===== src/rtl/miter_pkg.sv =====
// Shared definitions for the miter vector sequencer.
//   state_e      : sequencer FSM states (3-bit encoding)
//   DEF_NUM_IN   : default miter primary-input count (vector width)
//   DEF_NUM_OUT  : default number of outputs compared per circuit copy
//   sweep_len(n) : number of vectors in an exhaustive sweep of n inputs
package miter_pkg;

  localparam int DEF_NUM_IN  = 3;
  localparam int DEF_NUM_OUT = 2;

  typedef enum logic [2:0] {
    ST_IDLE  = 3'd0,
    ST_APPLY = 3'd1,
    ST_WAIT  = 3'd2,
    ST_CHECK = 3'd3,
    ST_DONE  = 3'd4
  } state_e;

  function automatic int unsigned sweep_len(input int unsigned n);
    return 32'd1 << n;
  endfunction

endpackage


===== src/rtl/miter_vector_sequencer_if.sv =====
// Bus between the ECO test harness / combinational miter and the sequencer.
//   start, abort       harness -> sequencer control
//   f_out, g_out       miter copies -> sequencer ({y1,y2} each)
//   in_vec             sequencer -> both miter copies (shared stimulus)
//   busy, done, pass, aborted, cex_vec, cex_diff, fail_cnt
//                      sequencer -> harness status and result
// The sequencer connects through the slave modport; the harness side
// (stimulus, miter datapath) uses the master modport.
interface miter_vector_sequencer_if
  import miter_pkg::*;
#(
  parameter int NUM_IN  = DEF_NUM_IN,
  parameter int NUM_OUT = DEF_NUM_OUT
);

  logic                start;
  logic                abort;
  logic [NUM_OUT-1:0]  f_out;
  logic [NUM_OUT-1:0]  g_out;
  logic [NUM_IN-1:0]   in_vec;
  logic                busy;
  logic                done;
  logic                pass;
  logic                aborted;
  logic [NUM_IN-1:0]   cex_vec;
  logic [NUM_OUT-1:0]  cex_diff;
  logic [NUM_IN:0]     fail_cnt;

  modport master (
    output start, abort, f_out, g_out,
    input  in_vec, busy, done, pass, aborted, cex_vec, cex_diff, fail_cnt
  );

  modport slave (
    input  start, abort, f_out, g_out,
    output in_vec, busy, done, pass, aborted, cex_vec, cex_diff, fail_cnt
  );

endinterface


===== src/rtl/miter_settle_timer.sv =====
// Loadable down-counter that times the WAIT phase of each vector.
//   clk     in  rising-edge clock
//   rst     in  synchronous, active-high reset
//   load    in  restart the settle interval (asserted in APPLY)
//   expired out high once SETTLE cycles have elapsed since the load edge
// Loading SETTLE-1 makes expired rise in the SETTLE-th cycle after load,
// so the WAIT state lasts exactly SETTLE cycles.
module miter_settle_timer #(
  parameter int SETTLE = 1
) (
  input  logic clk,
  input  logic rst,
  input  logic load,
  output logic expired
);

  localparam int CNT_W = (SETTLE < 1) ? 1 : $clog2(SETTLE + 1);
  localparam logic [CNT_W-1:0] RELOAD = CNT_W'(SETTLE - 1);

  logic [CNT_W-1:0] cnt_q, cnt_d;

  always_comb begin
    cnt_d = cnt_q;
    if (load) begin
      cnt_d = RELOAD;
    end else if (cnt_q != '0) begin
      cnt_d = cnt_q - 1'b1;
    end
  end

  always_ff @(posedge clk) begin
    if (rst) begin
      cnt_q <= '0;
    end else begin
      cnt_q <= cnt_d;
    end
  end

  assign expired = (cnt_q == '0);

endmodule


===== src/rtl/miter_vector_sequencer.sv =====
// Exhaustive stimulus sequencer for an ECO miter (golden copy F, patched
// copy G). Walks every input vector, compares the copies' outputs and
// reports the first counterexample, or pass after the full sweep.
//   clk, rst   rising-edge clock, synchronous active-high reset
//   bus        slave side of miter_vector_sequencer_if:
//              start/abort control, f_out/g_out compared outputs,
//              in_vec shared stimulus, busy/done/pass/aborted status,
//              cex_vec/cex_diff first failure, fail_cnt failure count
// Each vector costs SETTLE+2 cycles: APPLY, SETTLE x WAIT, CHECK.
module miter_vector_sequencer
  import miter_pkg::*;
#(
  parameter int NUM_IN       = DEF_NUM_IN,
  parameter int NUM_OUT      = DEF_NUM_OUT,
  parameter int SETTLE       = 1,
  parameter int STOP_ON_FAIL = 1
) (
  input logic                     clk,
  input logic                     rst,
  miter_vector_sequencer_if.slave bus
);

  localparam int CNT_W = NUM_IN + 1;
  // Counter is one bit wider than the vector so the last vector is
  // compared explicitly instead of relying on a wrap to zero.
  localparam logic [CNT_W-1:0] LAST_VEC = CNT_W'(sweep_len(NUM_IN) - 1);
  localparam logic [CNT_W-1:0] FAIL_MAX = CNT_W'(sweep_len(NUM_IN));

  state_e              state_q,    state_d;
  logic [CNT_W-1:0]    vec_cnt_q,  vec_cnt_d;
  logic [NUM_IN-1:0]   in_vec_q,   in_vec_d;
  logic [NUM_IN-1:0]   cex_vec_q,  cex_vec_d;
  logic [NUM_OUT-1:0]  cex_diff_q, cex_diff_d;
  logic [CNT_W-1:0]    fail_cnt_q, fail_cnt_d;
  logic                busy_q,     busy_d;
  logic                done_q,     done_d;
  logic                pass_q,     pass_d;
  logic                aborted_q,  aborted_d;

  logic                settle_load;
  logic                settle_expired;
  logic                finish;
  logic [NUM_OUT-1:0]  diff;
  logic                mismatch;

  generate
    if (SETTLE > 0) begin : g_settle
      miter_settle_timer #(
        .SETTLE (SETTLE)
      ) u_settle (
        .clk     (clk),
        .rst     (rst),
        .load    (settle_load),
        .expired (settle_expired)
      );
    end else begin : g_no_settle
      assign settle_expired = 1'b1;
    end
  endgenerate

  // The miter datapath is combinational in in_vec; its outputs are only
  // meaningful (and only used) in CHECK.
  assign diff     = bus.f_out ^ bus.g_out;
  assign mismatch = |diff;

  // NOTE: every signal assigned here gets a default first, so no path
  // through the case leaves it unassigned and no latch is inferred.
  always_comb begin
    state_d     = state_q;
    vec_cnt_d   = vec_cnt_q;
    in_vec_d    = in_vec_q;
    cex_vec_d   = cex_vec_q;
    cex_diff_d  = cex_diff_q;
    fail_cnt_d  = fail_cnt_q;
    busy_d      = busy_q;
    done_d      = 1'b0;
    pass_d      = pass_q;
    aborted_d   = aborted_q;
    settle_load = 1'b0;
    finish      = 1'b0;

    case (state_q)
      ST_IDLE: begin
        if (bus.start) begin
          state_d    = ST_APPLY;
          vec_cnt_d  = '0;
          cex_vec_d  = '0;
          cex_diff_d = '0;
          fail_cnt_d = '0;
          pass_d     = 1'b0;
          aborted_d  = 1'b0;
          busy_d     = 1'b1;
        end
      end

      ST_APPLY: begin
        if (bus.abort) begin
          finish = 1'b1;
        end else begin
          in_vec_d    = vec_cnt_q[NUM_IN-1:0];
          settle_load = 1'b1;
          state_d     = (SETTLE > 0) ? ST_WAIT : ST_CHECK;
        end
      end

      ST_WAIT: begin
        if (bus.abort) begin
          finish = 1'b1;
        end else if (settle_expired) begin
          state_d = ST_CHECK;
        end
      end

      ST_CHECK: begin
        // The compare is recorded even when abort ends the sweep here.
        if (mismatch) begin
          if (fail_cnt_q != FAIL_MAX) begin
            fail_cnt_d = fail_cnt_q + 1'b1;
          end
          if (fail_cnt_q == '0) begin
            cex_vec_d  = in_vec_q;
            cex_diff_d = diff;
          end
        end
        if (bus.abort
            || ((STOP_ON_FAIL != 0) && mismatch)
            || (vec_cnt_q == LAST_VEC)) begin
          finish = 1'b1;
        end else begin
          vec_cnt_d = vec_cnt_q + 1'b1;
          state_d   = ST_APPLY;
        end
      end

      // DONE always returns to IDLE; a late abort has nothing left to end.
      ST_DONE: begin
        state_d = ST_IDLE;
      end

      default: begin
        state_d = ST_IDLE;
      end
    endcase

    if (finish) begin
      state_d   = ST_DONE;
      busy_d    = 1'b0;
      done_d    = 1'b1;
      aborted_d = bus.abort;
      pass_d    = !bus.abort && (fail_cnt_d == '0);
    end
  end

  // NOTE: state is updated with non-blocking assignments so every flop
  // samples the pre-edge value of the others, independent of statement order.
  always_ff @(posedge clk) begin
    if (rst) begin
      state_q    <= ST_IDLE;
      vec_cnt_q  <= '0;
      in_vec_q   <= '0;
      cex_vec_q  <= '0;
      cex_diff_q <= '0;
      fail_cnt_q <= '0;
      busy_q     <= 1'b0;
      done_q     <= 1'b0;
      pass_q     <= 1'b0;
      aborted_q  <= 1'b0;
    end else begin
      state_q    <= state_d;
      vec_cnt_q  <= vec_cnt_d;
      in_vec_q   <= in_vec_d;
      cex_vec_q  <= cex_vec_d;
      cex_diff_q <= cex_diff_d;
      fail_cnt_q <= fail_cnt_d;
      busy_q     <= busy_d;
      done_q     <= done_d;
      pass_q     <= pass_d;
      aborted_q  <= aborted_d;
    end
  end

  assign bus.in_vec   = in_vec_q;
  assign bus.busy     = busy_q;
  assign bus.done     = done_q;
  assign bus.pass     = pass_q;
  assign bus.aborted  = aborted_q;
  assign bus.cex_vec  = cex_vec_q;
  assign bus.cex_diff = cex_diff_q;
  assign bus.fail_cnt = fail_cnt_q;

endmodule


===== src/flat_wrapper.sv =====
// flat-port wrapper written by rule: the top's interface ports become plain ports
module miter_vector_sequencer_flat import miter_pkg::*;
#(
  parameter int NUM_IN       = DEF_NUM_IN,
  parameter int NUM_OUT      = DEF_NUM_OUT,
  parameter int SETTLE       = 1,
  parameter int STOP_ON_FAIL = 1
)
  (clk, rst, bus_start, bus_abort, bus_f_out, bus_g_out, bus_in_vec, bus_busy, bus_done, bus_pass, bus_aborted, bus_cex_vec, bus_cex_diff, bus_fail_cnt);
  miter_vector_sequencer_if #(.NUM_IN(NUM_IN), .NUM_OUT(NUM_OUT)) bus_i ();
  input logic clk;
  input logic rst;
  input wire logic [$bits(bus_i.start)-1:0] bus_start;
  input wire logic [$bits(bus_i.abort)-1:0] bus_abort;
  input wire logic [$bits(bus_i.f_out)-1:0] bus_f_out;
  input wire logic [$bits(bus_i.g_out)-1:0] bus_g_out;
  output wire logic [$bits(bus_i.in_vec)-1:0] bus_in_vec;
  output wire logic [$bits(bus_i.busy)-1:0] bus_busy;
  output wire logic [$bits(bus_i.done)-1:0] bus_done;
  output wire logic [$bits(bus_i.pass)-1:0] bus_pass;
  output wire logic [$bits(bus_i.aborted)-1:0] bus_aborted;
  output wire logic [$bits(bus_i.cex_vec)-1:0] bus_cex_vec;
  output wire logic [$bits(bus_i.cex_diff)-1:0] bus_cex_diff;
  output wire logic [$bits(bus_i.fail_cnt)-1:0] bus_fail_cnt;
  assign bus_i.start = bus_start;
  assign bus_i.abort = bus_abort;
  assign bus_i.f_out = bus_f_out;
  assign bus_i.g_out = bus_g_out;
  assign bus_in_vec = bus_i.in_vec;
  assign bus_busy = bus_i.busy;
  assign bus_done = bus_i.done;
  assign bus_pass = bus_i.pass;
  assign bus_aborted = bus_i.aborted;
  assign bus_cex_vec = bus_i.cex_vec;
  assign bus_cex_diff = bus_i.cex_diff;
  assign bus_fail_cnt = bus_i.fail_cnt;
  miter_vector_sequencer #(.NUM_IN(NUM_IN), .NUM_OUT(NUM_OUT), .SETTLE(SETTLE), .STOP_ON_FAIL(STOP_ON_FAIL)) u_core (.clk(clk), .rst(rst), .bus(bus_i));
endmodule

===== config.mk =====
export PLATFORM = sky130hd
export DESIGN_NAME = miter_vector_sequencer_flat
export DESIGN_NICKNAME = d
export VERILOG_FILES = /design/src/rtl/miter_pkg.sv /design/src/rtl/miter_vector_sequencer_if.sv /design/src/rtl/miter_settle_timer.sv /design/src/rtl/miter_vector_sequencer.sv /design/src/flat_wrapper.sv
export SDC_FILE = /design/constraint.sdc
export NUM_CORES = 1
export LEC_CHECK = 0
export CORE_UTILIZATION = 49
export CTS_CLUSTER_DIAMETER = 40
export DETAILED_ROUTE_END_ITERATION = 8
export PLACE_DENSITY = 0.75
export SLEW_MARGIN = 10
export SYNTH_ARGS = -nofsm -noshare
export SYNTH_HDL_FRONTEND = slang
export SYNTH_SLANG_ARGS = --single-unit

===== constraint.sdc =====
create_clock -name clk -period 2.28 [get_ports clk]
set_input_delay 0.228 -clock clk [delete_from_list [all_inputs] [get_ports clk]]
set_output_delay 0.228 -clock clk [all_outputs]
set_load 0.02 [all_outputs]

==> results of run 1 <==
-- state kept, by name, summed over array words and instances (netlist names), 2 cells and up --
signal and flops:
u_core.bus.fail_cnt 4, u_core.vec_cnt_q 4, u_core.bus.cex_diff 2, u_core.state_q 3, u_core.bus.in_vec 3, u_core.bus.cex_vec 3
-- worst max-delay path, stage by stage, from the launching register on --
cell and delay [ns]:
dfxtp_1 0.43, inv_1 0.06, ha_1 0.24, and3b_1 0.18, a211oi_1 0.30, mux2i_1 0.34, a2111oi_2 0.07, a31o_1 0.24
-- logic make-up (layout without fill, tap and decap cells) --
| group | after synthesis | in the layout | share of synthesized area |
|---|---|---|---|
| adders and majority gates | 3 | 3 | 0.0325 |
| other | 1 | 1 | 0.00325 |
| buffers and inverters | 10 | 33 | 0.0412 |
| xor gates and xnor gates | 5 | 5 | 0.0509 |
| DFF | 24 | 24 | 0.416 |
| and+or+nand+nor | 56 | 56 | 0.263 |
| AOI/OAI and AO/OA | 25 | 25 | 0.148 |
| muxes | 5 | 5 | 0.0444 |
-- per-layer routing --
layer	vias up	routed length [um]
met5	-	0
met4	0	38
met3	6	108
met2	27	1220
met1	467	1100
li1	503	-
-- placed cells by master, fill, tap and decap left out, drive strengths merged, types with 2 or more instances in the layout --
| cell | n |
|---|---|
| dfxtp | 24 |
| clkdlybuf4s50 | 23 |
| nor2 | 16 |
| nand2 | 12 |
| a21oi | 10 |
| nand3 | 5 |
| xnor2 | 5 |
| nand3b | 4 |
| nor3 | 4 |
| mux2i | 4 |
| buf | 4 |
| inv | 3 |
| or3 | 3 |
| ha | 3 |
| clkbuf | 3 |
| and3b | 2 |
| nor2b | 2 |
| a41oi | 2 |
| a31oi | 2 |
| a211oi | 2 |
| o21ai | 2 |
-- synthesized netlist by cell type, drive strengths merged --
cell type,count,area share
a2111oi,1,0.013
a211o,1,0.0076
a211oi,2,0.013
a21boi,1,0.0065
a21oi,10,0.043
a22oi,1,0.0065
a31o,1,0.0076
a31oi,2,0.011
a32oi,1,0.0076
a41o,1,0.0087
a41oi,2,0.015
and2,1,0.0054
and3,1,0.0054
and3b,2,0.015
buf,4,0.022
clkbuf,3,0.0098
conb,1,0.0032
dfxtp,24,0.42
ha,3,0.033
inv,3,0.0098
mux2,1,0.0098
mux2i,4,0.035
nand2,12,0.041
nand2b,1,0.0054
nand3,5,0.022
nand3b,4,0.026
nand4,1,0.0054
nor2,16,0.052
nor2b,2,0.011
nor3,4,0.017
nor3b,1,0.011
nor4b,1,0.013
nor4bb,1,0.0087
o21ai,2,0.0087
or3,3,0.016
or4b,1,0.0087
xnor2,5,0.051
-- final cells by class --
type / instances / area, um^2 / area share
timing repair buffer: 27 / 260 / 0.181
inverter: 3 / 11.3 / 0.00784
tap: 28 / 35.0 / 0.0244
clock buffer: 3 / 22.5 / 0.0157
multi-input combinational: 95 / 627 / 0.436
sequential: 24 / 480 / 0.334
-- stage by stage --
step | power [mW] | instances
after floorplan | 0.624 | 129
after global placement | 0.687 | 177
after detailed placement | 0.694 | 177
after CTS | 0.871 | 180
after global routing | 0.917 | 180
final | 0.865 | 180
-- where the power goes --
part           switching (mW)  internal (mW)
clock                   0.117         0.0616
sequential             0.0311          0.441
combinational           0.114         0.0990
-- worst max path at each step --
stage	startpoint	to	slack (ns)	cells past startpoint
after floorplan	u_core.bus.fail_cnt[0]	u_core.bus.pass	0.46	7
after global placement	bus_g_out[0]	u_core.bus.pass	0.23	6
after detailed placement	bus_g_out[1]	u_core.bus.pass	0.12	6
after CTS	u_core.bus.fail_cnt[0]	u_core.bus.pass	0.33	7
after global routing	u_core.bus.fail_cnt[0]	u_core.bus.pass	0.12	7
final	u_core.bus.fail_cnt[0]	u_core.bus.pass	0.31	7
==> out/summary.log, run 1 <==
[outcome] outcome finished, final reports clean
[global_routing] global routing's busiest layer met2
[worst_setup_path] Crit Reg-Reg Endpoint u_core.bus.pass
[floorplan] die footprint 2550 um^2
[worst_setup_path] Setup crit end kind flip-flop
[synth] mean area per synthesized cell 8.95 um^2
[floorplan] overall die height 50.5 um
[floorplan] top-level I/O count 24
[floorplan] area inside the core boundary 2210 um^2
[sta] Setup-failing EPs final 0
[place] estimated wirelength of the detail-placed design 1.90 mm
[sta] final hold slack 0.460 ns
[sta] Final Cycle Share 0.864
[sta] crit path time final 1.97 ns
[routing] via density per instance 5.57
[power_and_ir_drop] Worst IR Drop VDD 0.387 mV
[worst_setup_path] kind of start point of the critical path flip-flop
[cts] clock latency of the later-clocked register in the worst-skew pair 0.30 ns
[final_layout] fin util 0.649
[synth] share of synthesized area occupied by flip-flops and latches 0.416
[floorplan] Cell Rows 17
[worst_setup_path] setup slack of the worst register-to-register path 0.31 ns
[cts] Resized cells post-CTS 0
[worst_setup_path] cell count of the worst reg-to-reg path 7
[final_layout] final instance area 1440 um^2
[sta] Post-Route Setup TNS 0 ns
[cts] CTS buffer count 3
[global_routing] Tot GR Track Use 0.219
[sta] fmax 0.507 GHz
[final_layout] FILL cells 197
[cts] TritonCTS clock tree built
[final_layout] share of post-route cells with drive strength above 1 0.0855
[power_and_ir_drop] LEAKAGE 0.512 nW
[global_routing] via count of the first global-routing pass 959
[worst_setup_path] largest fanout on the critical path 6
[place] count of buffers from port buffering 23
[place] final estimated routing congestion in global placement 0.886
[worst_setup_path] Reg2Reg Launch Point u_core.bus.fail_cnt[0]
[global_routing] met2 Resource Use GR 0.353
[routing] Detailed Route WL 2.46 mm
[cts] buffer levels on the longest clock path 2
[global_routing] number of antenna violations at the first check in global routing 0
[worst_hold_path] hold_sp u_core.bus.cex_vec[2]
[cts] cts-stage hold buffer count 0
[synth] synthesized netlist cell count 129
[global_routing] maximum number of pins on one net before global-route repair 14
[routing] vias after detailed routing 1,003
[floorplan] Die Wd 50.5 um
[worst_setup_path] Worst EP arrival 2.18 ns
[cts] H-tree depth reported by CTS 1
[synth] total number of yosys warnings 0
[synth] post-synth design cell area 1150 um^2
[sta] post-route clock skew 0.00537 ns
[floorplan] starting density of the core 0.522
[cts] CTS sink cnt 24
[cts] clk slew on worst S/H paths 0.12 ns
[final_layout] final-stage net count 165
[place] Post-Place Setup Slack 0.118 ns
[synth] library cells used by synthesis 42
[routing] Detailed Route Iter0 Violations 18
[cts] postcts setup bufs 0
[worst_setup_path] data required time of the critical path 2.49 ns
[worst_setup_path] category of the most critical setup path reg -> reg
[final_layout] diode count 0
[routing] average wire per standard cell 13.7 um
[global_routing] first-pass GRT wire length 4.21 mm
[sta] total count of hold-check failures in the final report 0
[cts] cell chosen for the clock root clkbuf_4
[sta] Slew Limit Fails 0
[worst_hold_path] path type of the worst min-delay path reg -> reg
[sta] setup repair after global routing missed its margin false
[global_routing] residual overflow from global routing 0
[global_routing] met3 capacity usage during global routing 0.0424
[final_layout] Syn-to-layout area delta 24.4%
[synth] post-synthesis sequential element count 24
[routing] number of detailed-route iterations in the first pass 4
[worst_hold_path] Hold Path End u_core.bus.cex_vec[2]
[worst_hold_path] number of cells on the worst hold path 2
[routing] post-detailed-route count of antenna-violating nets 0
[place] total placed instance area 1410 um^2
[global_routing] met1 usage in global routing 0.279
[routing] DRC Markers 0
[synth] synthesized net count 140
[flow_run] Max-cap violations 0
[sta] final critical-path setup slack 0.309 ns
[power_and_ir_drop] ratio of total power to cell area 602 nW/um^2
(Power assumes the default switching activity.)
==> run 2: changes to the inputs <==
--- a/config.mk
+++ b/config.mk
@@ -5,10 +5,11 @@
 export SDC_FILE = /design/constraint.sdc
 export NUM_CORES = 1
 export LEC_CHECK = 0
-export CORE_UTILIZATION = 49
+export CORE_UTILIZATION = 60
 export CTS_CLUSTER_DIAMETER = 40
 export DETAILED_ROUTE_END_ITERATION = 8
-export PLACE_DENSITY = 0.75
+export DONT_BUFFER_PORTS = 1
+export PLACE_DENSITY = 0.74
 export SLEW_MARGIN = 10
 export SYNTH_ARGS = -nofsm -noshare
 export SYNTH_HDL_FRONTEND = slang
==> out/summary.log, run 2 (synthesis gave the netlist of run 1 again) <==
[worst_setup_path] cell count of the worst reg-to-reg path 7
[final_layout] Final Non-Filler Cells 156
[global_routing] maximum number of pins on one net before global-route repair 20
[sta] post-route clock skew 0.00156 ns
[power_and_ir_drop] Worst IR Drop VDD 0.533 mV
[worst_setup_path] category of the most critical setup path reg -> reg
[power_and_ir_drop] Cell Int Power 0.692 mW
[place] count of buffers from port buffering 0
[worst_setup_path] Worst EP arrival 2.21 ns
[global_routing] Tot GR Track Use 0.241
[routing] Detailed Route Iter0 Violations 21
[sta] setup repair after global routing missed its margin false
[cts] CTS buffer count 3
[global_routing] number of antenna violations at the first check in global routing 0
[final_layout] share of post-route cells with drive strength above 1 0.107
[cts] H-tree depth reported by CTS 1
[global_routing] residual overflow from global routing 0
[cts] cell chosen for the clock root clkbuf_4
[sta] Post-Route Setup TNS 0 ns
[worst_setup_path] Crit Reg-Reg Endpoint u_core.bus.pass
[worst_setup_path] setup slack of the worst register-to-register path 0.30 ns
[final_layout] final-stage net count 143
[power_and_ir_drop] combinational group share of total power 0.175
[sta] fmax 0.504 GHz
[worst_setup_path] Crit path largest cell delay 0.57 ns
[worst_setup_path] Reg2Reg Launch Point u_core.bus.fail_cnt[1]
[routing] via density per instance 6.06
[routing] number of detailed-route iterations in the first pass 4
[cts] clock latency of the later-clocked register in the worst-skew pair 0.31 ns
[cts] buffer levels on the longest clock path 2
[floorplan] overall die height 45.9 um
[worst_setup_path] largest fanout on the critical path 6
[final_layout] diode count 0
[sta] Final Cycle Share 0.871
[sta] crit path time final 1.98 ns
[power_and_ir_drop] net switching share of the total power 0.277
[cts] CTS sink cnt 24
[floorplan] Die Wd 45.9 um
[sta] Worst Max-Slew Pin Slew 0.687 ns
[power_and_ir_drop] ratio of total power to cell area 770 nW/um^2
[power_and_ir_drop] register share of total power 0.505
[final_layout] commonest non-fill, non-tap cell in the layout dfxtp_1
[worst_setup_path] Critical Path Sink u_core.bus.pass
[final_layout] Syn-to-layout area delta 7.58%
[power_and_ir_drop] switching power summed over all nets 0.266 mW
[worst_setup_path] sum of buffers and inverters on the critical path 1
[power_and_ir_drop] LEAKAGE 0.449 nW
[worst_setup_path] CP max stage cell dfxtp_1
[cts] clk slew on worst S/H paths 0.13 ns
[power_and_ir_drop] Final Total Pwr 0.957 mW
[place] final estimated routing congestion in global placement 0.908
[floorplan] die footprint 2100 um^2
[worst_setup_path] Top delay family on crit path flip-flops
[cts] TritonCTS clock tree built
[final_layout] commonest non-fill, non-tap cells in the layout 24 x dfxtp_1, 16 x nor2_1, 11 x nand2_1
[global_routing] via count of the first global-routing pass 871
[sta] normalized max-slew margin 0.541
[worst_setup_path] Stages on worst setup path 7
[outcome] outcome finished, final reports clean
[worst_setup_path] launching instance or port of the critical path u_core.bus.fail_cnt[1]
[global_routing] first-pass GRT wire length 3.63 mm
[floorplan] starting density of the core 0.655
[power_and_ir_drop] share of power burned in the clock network 0.320
[routing] DRC Markers 0
[floorplan] top-level I/O count 24
[floorplan] Cell Rows 15
[worst_setup_path] kind of start point of the critical path flip-flop
[routing] average wire per standard cell 15.2 um
[routing] post-detailed-route count of antenna-violating nets 0
[place] Cell Count Post-Placement 151
[sta] Setup-failing EPs final 0
[routing] vias after detailed routing 945
[sta] total count of hold-check failures in the final report 0
[floorplan] area inside the core boundary 1760 um^2
[place] estimated wirelength of the detail-placed design 1.70 mm
[worst_setup_path] Setup crit end kind flip-flop
[routing] Detailed Route WL 2.37 mm
[cts] Resized cells post-CTS 0
[worst_setup_path] cells along the critical path inv_1, ha_1, and3b_1, a211oi_1, mux2i_1, a2111oi_2, a31o_1
[sta] Slew Limit Fails 0
[flow_run] Max-cap violations 0
[worst_setup_path] data required time of the critical path 2.51 ns
[worst_hold_path] path type of the worst min-delay path in -> reg
==> run 2: cell count changes in the layout (fill, tap and decap cells not counted), sizes merged <==
| cell | change |
|---|---|
| dlygate4sd3 | +1 |
| bufinv | +1 |
| clkdlybuf4s50 | -23 |
==> run 2: timing repair <==
item,CTS,global route
hold buffers,1,0
setup buffers,0,0
hold endpoints to repair,19,0
==> run 2: how the worst min path moves through the flow <==
stage                     startpoint                      to  slack, ns  cells past startpoint
after CTS                  bus_abort      u_core.bus.aborted       0.06                      2
final                      bus_abort      u_core.bus.aborted       0.07                      2
after floorplan            bus_abort      u_core.bus.aborted       0.39                      2
after global placement           rst  u_core.bus.cex_diff[0]       0.30                      1
after detailed placement         rst  u_core.bus.cex_diff[0]       0.30                      1
after global routing       bus_abort      u_core.bus.aborted       0.07                      2
==> run 2: metal layers <==
metal	up-vias	wire length, um	global-route usage
li1	459	-	-
met1	453	1060	0.300
met2	26	1140	0.392
met3	7	124	0.0437
met4	0	39	0.129
met5	-	0	0
==> run 2: worst register-to-register path, delay by kind of cell (launching register included) <==
family                     cells  cell delay (ns)
buffers and inverters          1             0.09
AOI/OAI and AO/OA              3             0.53
and+or+nand+nor                1             0.18
muxes                          1             0.29
DFF                            1             0.57
adders and majority gates      1             0.24
==> run 2: area by class of cell <==
type	count	area [um^2]
clock inverters	1	30.0
repair buffers	5	40.0
multi-input cells	95	627
fillers	147	522
clock buffers	3	22.5
well taps	25	31.3
inverters	3	11.3
flip-flops and latches	24	480
==> run 2: power by group through the flow <==
stage	clock (mW)	sequential [mW]	combinational, mW
detailed placement	0	0.493	0.159
CTS	0.309	0.484	0.166
floorplan	0	0.471	0.153
global placement	0	0.492	0.155
finish	0.306	0.484	0.167
global route	0.328	0.489	0.183
==> run 2: per-stage QoR <==
stage / hold slack [ns] / setup slack (ns) / instance area (um^2) / util
4_1_cts: 0.0576 / 0.276 / 1240 / 0.704
2_1_floorplan: 0.386 / 0.465 / 1150 / -
3_5_place_dp: 0.302 / 0.314 / 1180 / 0.669
3_3_place_gp: 0.299 / 0.415 / 1180 / 0.669
5_1_grt: 0.0654 / 0.188 / 1240 / 0.704
6_report: 0.0746 / 0.295 / 1240 / 0.704
==> run 3: changes to the inputs <==
--- a/config.mk
+++ b/config.mk
@@ -5,6 +5,7 @@
 export SDC_FILE = /design/constraint.sdc
 export NUM_CORES = 1
 export LEC_CHECK = 0
+export CORE_MARGIN = 1.5
 export CORE_UTILIZATION = 60
 export CTS_CLUSTER_DIAMETER = 40
 export DETAILED_ROUTE_END_ITERATION = 8
==> out/summary.log, run 3 (synthesis gave the netlist of run 1 again) <==
[outcome] outcome finished, final reports clean
[sta] fmax 0.486 GHz
[cts] TritonCTS clock tree built
[worst_setup_path] data required time of the critical path 2.51 ns
[place] total placed instance area 1180 um^2
[sta] post-route clock skew 0.00340 ns
[place] Cell Count Post-Placement 151
[floorplan] Cell Rows 15
[floorplan] overall die height 46.9 um
[worst_setup_path] Setup crit end kind flip-flop
[floorplan] top-level I/O count 24
[worst_setup_path] category of the most critical setup path reg -> reg
[cts] buffer levels on the longest clock path 2
[power_and_ir_drop] combinational group share of total power 0.175
[power_and_ir_drop] switching power summed over all nets 0.269 mW
[place] final estimated routing congestion in global placement 0.886
[floorplan] Die Wd 46.9 um
[cts] clock latency of the later-clocked register in the worst-skew pair 0.32 ns
[routing] Detailed Route Iter0 Violations 26
[worst_setup_path] largest fanout on the critical path 6
[cts] clk slew on worst S/H paths 0.13 ns
[sta] Slew Limit Fails 0
[cts] cts-stage hold buffer count 1
[cts] postcts setup bufs 0
[final_layout] flip-flop and latch area 480 um^2
[place] count of buffers from port buffering 0
[power_and_ir_drop] Final Total Pwr 0.961 mW
[power_and_ir_drop] LEAKAGE 0.449 nW
[final_layout] area of the multi-input gates 627 um^2
[floorplan] starting density of the core 0.655
[worst_setup_path] Worst EP arrival 2.29 ns
[final_layout] FILL cells 150
[global_routing] maximum number of pins on one net before global-route repair 20
[sta] Worst Max-Slew Pin Slew 0.663 ns
[sta] normalized max-slew margin 0.557
[final_layout] Final Non-Filler Cells 156
[floorplan] area inside the core boundary 1760 um^2
[power_and_ir_drop] Worst IR Drop VDD 0.545 mV
[cts] cell chosen for the clock root clkbuf_4
[sta] final hold slack 0.0634 ns
[global_routing] via count of the first global-routing pass 872
[sta] Final Cycle Share 0.903
[cts] CTS sink cnt 24
[cts] CTS buffer count 3
[sta] total count of hold-check failures in the final report 0
[sta] Post-Route Setup TNS 0 ns
[place] estimated wirelength of the detail-placed design 1.68 mm
[global_routing] number of antenna violations at the first check in global routing 0
[power_and_ir_drop] net switching share of the total power 0.280
[cts] Resized cells post-CTS 0
[final_layout] Syn-to-layout area delta 7.58%
[routing] average wire per standard cell 15.3 um
[cts] H-tree depth reported by CTS 1
[floorplan] die footprint 2200 um^2
[final_layout] final instance area 1240 um^2
[power_and_ir_drop] ratio of total power to cell area 774 nW/um^2
[routing] via density per instance 6.12
[routing] number of detailed-route iterations in the first pass 4
[final_layout] share of post-route cells with drive strength above 1 0.107
[flow_run] Max-cap violations 0
[worst_hold_path] path type of the worst min-delay path in -> reg
[routing] Detailed Route WL 2.39 mm
[global_routing] Tot GR Track Use 0.248
[final_layout] commonest non-fill, non-tap cell in the layout dfxtp_1
[power_and_ir_drop] share of power burned in the clock network 0.322
[sta] Setup-failing EPs final 0
[final_layout] final-stage net count 143
[power_and_ir_drop] register share of total power 0.503
[global_routing] residual overflow from global routing 0
[routing] post-detailed-route count of antenna-violating nets 0
[final_layout] diode count 0
[routing] vias after detailed routing 954
[final_layout] fin util 0.704
[final_layout] commonest non-fill, non-tap cells in the layout 24 x dfxtp_1, 16 x nor2_1, 11 x nand2_1
[sta] final critical-path setup slack 0.222 ns
[global_routing] first-pass GRT wire length 3.76 mm
[sta] setup repair after global routing missed its margin false
[sta] crit path time final 2.06 ns
[power_and_ir_drop] Cell Int Power 0.692 mW
[place] Post-Place Setup Slack 0.316 ns
[worst_setup_path] kind of start point of the critical path flip-flop
[routing] DRC Markers 0
[run 3: cell counts in the layout (fill, tap and decap cells not counted)]
Identical to the previous run, type by type.
[run 3: worst max-delay path, stage by stage (launching register included)]
cell	delay (ns)
dfxtp_1	0.56
inv_1	0.11
ha_1	0.24
and3b_1	0.18
a211oi_1	0.30
mux2i_1	0.30
a2111oi_2	0.06
a31o_1	0.21
[run 3: power by group through the flow]
stage	Combinational, mW	Clock, mW	Sequential, mW
floorplan	0.153	0	0.471
detailed placement	0.160	0	0.493
global route	0.187	0.329	0.488
CTS	0.167	0.315	0.483
global placement	0.155	0	0.492
finish	0.168	0.309	0.484
[run 3: path summary, 6_finish.rpt]
kind / startpoint / end / slack (ns) / cells past startpoint
min reg2reg: u_core.vec_cnt_q[1] / u_core.vec_cnt_q[1] / 0.51 / 2
min: bus_abort / u_core.bus.aborted / 0.06 / 2
max: u_core.bus.fail_cnt[1] / u_core.bus.pass / 0.22 / 7
max reg2reg: u_core.bus.fail_cnt[1] / u_core.bus.pass / 0.22 / 7
[run 3: final cells by class]
class	count	area share
multi-input combinational	95	0.505
sequential	24	0.387
timing repair buffer	5	0.0322
tap	25	0.0252
clock inverter	1	0.0242
clock buffer	3	0.0181
inverter	3	0.00906
[run 3: routing by layer]
metal,up-vias,routed length (um),track usage,share of wire
li1,462,-,-,-
met3,9,114,0.0423,0.048
met4,0,77,0.133,0.032
met1,448,1040,0.317,0.44
met5,-,0,0,0
met2,35,1160,0.400,0.48
